--- src/rtl/simd_cond_unit.sv ---
// Per-lane SIMD condition unit. Predicates are combinational from registered NZCV. Flag and saturation updates land on the next edge.
// No backpressure path: stall freezes state, flush squashes the mask, and clr_sat ignores both.
module simd_cond_unit #(
  parameter int LANES    = 4,
  parameter bit COND_ALL = 1'b0
) (
  input  logic                 clk,
  input  logic                 rst_n,
  input  logic                 valid_e,
  input  logic                 stall,
  input  logic                 flush,
  input  logic                 branch_e,
  input  logic [3:0]           cond_e,
  input  logic [1:0]           flags_write,
  input  logic                 scalar_mode,
  input  logic [4*LANES-1:0]   alu_flags,
  input  logic [LANES-1:0]     sat,
  input  logic                 clr_sat,
  output logic                 cond_ex,
  output logic [LANES-1:0]     pred_mask,
  output logic [4*LANES-1:0]   flags_q,
  output logic [LANES-1:0]     sat_q
);

  logic [3:0]       ec;
  logic [LANES-1:0] p_raw;
  logic [LANES-1:0] p_sel;
  logic [LANES-1:0] sat_set;
  logic             upd;

  // f is {N,Z,C,V}; unlisted codes never reach here since all 16 are decoded.
  function automatic logic eval_cond(input logic [3:0] cc, input logic [3:0] f);
    logic n, z, c, v, ge;
    n  = f[3];
    z  = f[2];
    c  = f[1];
    v  = f[0];
    ge = (n == v);
    case (cc)
      4'b0000: eval_cond = 1'b1;
      4'b0001: eval_cond = z;
      4'b0010: eval_cond = ~z;
      4'b0011: eval_cond = ~z & ge;
      4'b0100: eval_cond = ge;
      4'b0101: eval_cond = ~ge;
      4'b0110: eval_cond = ~(~z & ge);
      4'b0111: eval_cond = c;
      4'b1000: eval_cond = ~c;
      4'b1001: eval_cond = n;
      4'b1010: eval_cond = ~n;
      4'b1011: eval_cond = v;
      4'b1100: eval_cond = ~v;
      4'b1101: eval_cond = c & ~z;
      4'b1110: eval_cond = ~(c & ~z);
      default: eval_cond = 1'b0;
    endcase
  endfunction

  // Non-branch instructions run unconditionally unless every instruction is predicated.
  assign ec = (branch_e || COND_ALL) ? cond_e : 4'b0000;

  always_comb begin
    p_raw = '0;
    for (int i = 0; i < LANES; i++) begin
      p_raw[i] = eval_cond(ec, flags_q[4*i +: 4]);
    end
  end

  assign p_sel     = scalar_mode ? {LANES{p_raw[0]}} : p_raw;
  assign pred_mask = p_sel & {LANES{valid_e & ~flush}};
  assign cond_ex   = pred_mask[0];

  assign upd     = valid_e & ~stall & ~flush;
  assign sat_set = {LANES{upd}} & pred_mask & sat;

  always_ff @(posedge clk or negedge rst_n) begin
    if (!rst_n) begin
      flags_q <= '0;
    end else if (upd) begin
      for (int i = 0; i < LANES; i++) begin
        if (pred_mask[i]) begin
          if (flags_write[1]) flags_q[4*i+3 -: 2] <= alu_flags[4*i+3 -: 2];
          if (flags_write[0]) flags_q[4*i+1 -: 2] <= alu_flags[4*i+1 -: 2];
        end
      end
    end
  end

  // A set in the same cycle as a clear wins, so no saturation event is lost.
  always_ff @(posedge clk or negedge rst_n) begin
    if (!rst_n) begin
      sat_q <= '0;
    end else begin
      for (int i = 0; i < LANES; i++) begin
        if (sat_set[i])   sat_q[i] <= 1'b1;
        else if (clr_sat) sat_q[i] <= 1'b0;
      end
    end
  end

endmodule

--- config.mk ---
export PLATFORM = sky130hd
export DESIGN_NAME = simd_cond_unit
export DESIGN_NICKNAME = d
export VERILOG_FILES = /design/src/rtl/simd_cond_unit.sv
export SDC_FILE = /design/constraint.sdc
export NUM_CORES = 1
export LEC_CHECK = 0
export BUFFER_PORTS_ARGS = -buffer_cell sky130_fd_sc_hd__buf_2
export CAP_MARGIN = 25
export CORE_UTILIZATION = 50
export CTS_CLUSTER_DIAMETER = 50
export DETAILED_ROUTE_END_ITERATION = 8
export GPL_TIMING_DRIVEN = 1
export PLACE_DENSITY = 0.85
export SETUP_SLACK_MARGIN = 0.2
export SLEW_MARGIN = 20
export SYNTH_ARGS = -nofsm -noshare
export SYNTH_HDL_FRONTEND = slang
export SYNTH_SLANG_ARGS = --single-unit
--- constraint.sdc ---
create_clock -name clk -period 6.7 [get_ports clk]
set_input_delay 1.34 -clock clk [delete_from_list [all_inputs] [get_ports clk]]
set_output_delay 1.34 -clock clk [all_outputs]
set_load 0.02 [all_outputs]
==> summary.md <==
| Metric | Value |
|---|---|
| Hold Path Stages | `1` |
| Remaining DRCs | `0` |
| Vias after detailed routing | `around 1700` |
| Share of cells above drive strength 1 | `37.4%` |
| Routed wire length | `4.53 mm` |
| Most common cell on crit path | `buf_2` |
| Pleak | `about 0.86 nW` |
| CP Launch Type | `input port` |
| Mapped Nets | `around 210` |
| ANT cells | `0` |
| Cell taking the most area after synthesis | `dfrtp_1` |
| RR Startpoint | `flags_q[0]$_DFFE_PN0P_` |
| Synth Flop Type | `dfrtp_1` |
| Post-CTS setup buffers | `0` |
| Full die area | `between 0.003 and 0.004 mm2` |
| Compound-Gate Fraction of Synth Area | `about 17%` |
| Async SR Flop Fraction | `100%` |
| Final instance area | `0.00198 mm2` |
| CTS tree | `yes` |
| Seq cells post-synth | `20` |
| Max Freq | `between 200 and 250 MHz` |
| Number of routed nets with antenna violations | `0` |
| Min cycle time layout | `roughly 4.8 ns` |
| Yosys top cell area share | `about 30%` |
| Hold_buf cts | `0` |
| Max Cap Viol | `0` |
| Worst path arrival time | `around 3.4 ns` |
| Xor-xnor portion of the synthesized cell area | `about 3.1%` |
| Clock buffer depth | `2` |
| Top post-synthesis cells by count | `20 x dfrtp_1, 13 x mux2_2, 10 x nor3_1` |
| YS warnings | `0` |
| CTS H-tree depth | `1` |
| Std-Cell Rows | `20` |
| Clk_skew | `0.00275 ns` |
| Slowest stage cell, crit path | `and4_1` |
| RSZ-0062 raised after global routing | `false` |
| Total grt overflow | `0` |
| Drt first pass iters | `4` |
| Setup Viol. Count Final | `0` |
| Largest cells by area after synthesis | `dfrtp_1 30%, mux2_2 8.7%, mux2_4 3.6%` |
| Initial antenna violation count | `0` |
| Post-CTS Resized | `0` |
| Half-perimeter wire length after placement | `between 3 and 4 mm` |
| Hold Path Origin | `sat_q[1]$_DFFE_PN0P_` |
| RR Endpoint | `flags_q[9]$_DFFE_PN0P_` |
| Syn Inst Count | `~180` |
| IO Pins | `59` |
| Largest net degree at the start of global routing | `31` |
| TritonCTS Buffers | `3` |
| Initial core utilization | `between 50% and 60%` |
| Min-delay worst type | `reg2reg` |
| First-pass GRT wire length | `7.33 mm` |
| Die width | `between 60 and 70 um` |
| Clk sinks | `20` |
| Outcome | `finished, final reports clean` |
| Placer Congestion | `between 0.9 and 1` |
| CORE AREA | `around 0.0031 mm2` |
| R2R Setup Slk | `~4.3 ns` |
| Number of global-route vias before repair | `between 1500 and 2000` |
| Post-Synth Simple-Gate Area | `30.9%` |
| Synth-to-Final Area Change | `17.4%` |
| Distinct cells, synth | `slightly below 60` |
| DP Area | `around 0.0019 mm2` |
| Largest family of logic cells by synthesized area | `simple AND/OR/NAND/NOR gates` |
| Mux cell area share after synthesis | `12.8%` |
| Final nets | `around 260` |
| Total GRT Usage | `a little over a quarter` |
| Vert. Die Dim | `60.1 um` |
| Peak VDD IR | `between 150 and 200 uV` |
| PD cells | `about 230 mW/mm2` |
| Req. time, crit path | `around 5.4 ns` |
| Buffers & Inverters on Critical Path | `2` |
| Worst Reg2Reg Path Length in Cells | `6` |
| Port bufs | `between 50 and 60` |
| Post-Synth Adder-Cell Area | `0%` |
| Mean area per synthesized cell | `around 9.4 um2` |
| Critical path's largest stage delay | `0.49 ns` |
| Worst-margin pin slew | `a little over 0.5 ns` |
| Wire length per cell | `16.7 um` |
| CTS root buf | `clkbuf_4` |
| Crit path max-delay family | `simple AND/OR/NAND/NOR gates` |
| Crit path capture type | `output pin` |
| Hold endpoint | `sat_q[1]$_DFFE_PN0P_` |
| Clock slew at reported path FFs | `around 0.11 ns` |
| CP cell instances | `buf_2 -> and4b_1 -> and2_1 -> a2111oi_1 -> and4_1 -> nor3_1 -> buf_2` |
| Mapped Area | `0.00169 mm2` |
| Final setup TNS | `0 ns` |
| First DRT Iteration DRCs | `slightly below 90` |
| Max Slew Vio Count | `0` |
| Max-slew headroom | `about two thirds` |
| Vias per inst | `approximately 6.2` |
| CP max FO | `28` |
| Skew-Pair Late Insertion Delay | `just over 0.3 ns` |
| Crit share post-route | `71.3%` |
| Sequential fraction of the synthesis area | `between 20% and 30%` |
| EDFF count, synth | `0` |
| Final Hold Viols | `0` |
| Most frequent cell after synthesis | `dfrtp_1` |
| Setup CP Type | `in2out` |
[state kept, by name, summed over array words and instances (netlist names)]
signal / cells
flags_q: 16
sat_q: 4
[per-stage QoR]
stage                     power [W]  util (%)  cells  hold WS [ns]  worst slack [ns]
after global placement     0.000378      62.1    267         0.478              2.05
after detailed placement   0.000380      62.1    267         0.485              1.97
final                      0.000452      63.3    271         0.512              1.93
after global routing       0.000478      63.3    271         0.542              1.74
after CTS                  0.000452      63.3    271         0.513              1.95
after floorplan            0.000316         -    179         0.610              2.26
[power by group]
part            total, W  internal, W  switching (W)
logic           0.000190    0.0000851       0.000105
clock network  0.0000712    0.0000332      0.0000380
registers       0.000190     0.000148      0.0000427
[kinds of logic (layout without fill, tap and decap cells)]
kind of cell           after synthesis  after routing
buffers and inverters               19             67
flip-flops                          20             20
AND/OR/NAND/NOR                     78             78
multiplexers                        18             18
AO/OA/AOI/OAI                       38             38
XOR/XNOR                             6              6
[layer usage]
| layer | global-route usage [%] | wire [um] |
|---|---|---|
| met5 | 0 | 0 |
| met2 | 42.9 | 2110 |
| met4 | 9.63 | 91 |
| met1 | 38.0 | 1970 |
| met3 | 2.81 | 357 |
[worst max path at each step]
stage                    from      endpoint  slack, ns  depth (start not counted)
floorplan           cond_e[1]  pred_mask[3]       2.26                          8
global placement    cond_e[1]  pred_mask[1]       2.05                          7
detailed placement  cond_e[1]  pred_mask[1]       1.97                          7
CTS                 cond_e[1]  pred_mask[1]       1.95                          7
global route        cond_e[1]  pred_mask[1]       1.74                          7
finish              cond_e[1]  pred_mask[1]       1.93                          7
[area by class of cell]
type / instances / area [um2]
clock buffers: 4 / 36.3
fillers: 281 / 1150
inverters: 5 / 18.8
multi-input cells: 140 / 1080
flip-flops and latches: 20 / 500
well taps: 44 / 55.1
repair buffers: 58 / 290
[cell usage in the layout, fill, tap and decap left out, drive strengths merged, types with 3 or more instances in the layout]
master and count:
or3 6, nand3 6, buf 58, nand3b 4, nor2 3, a32o 3, dfrtp 20, mux2 17
nand2b 7, xnor2 4, nor2b 4, a2111oi 3, or3b 7, nor3 10, clkbuf 4, inv 5
a311oi 3, nand2 8, o21ai 7, nor4b 3, a211oi 4
Power figures use the tool's default switching activity.
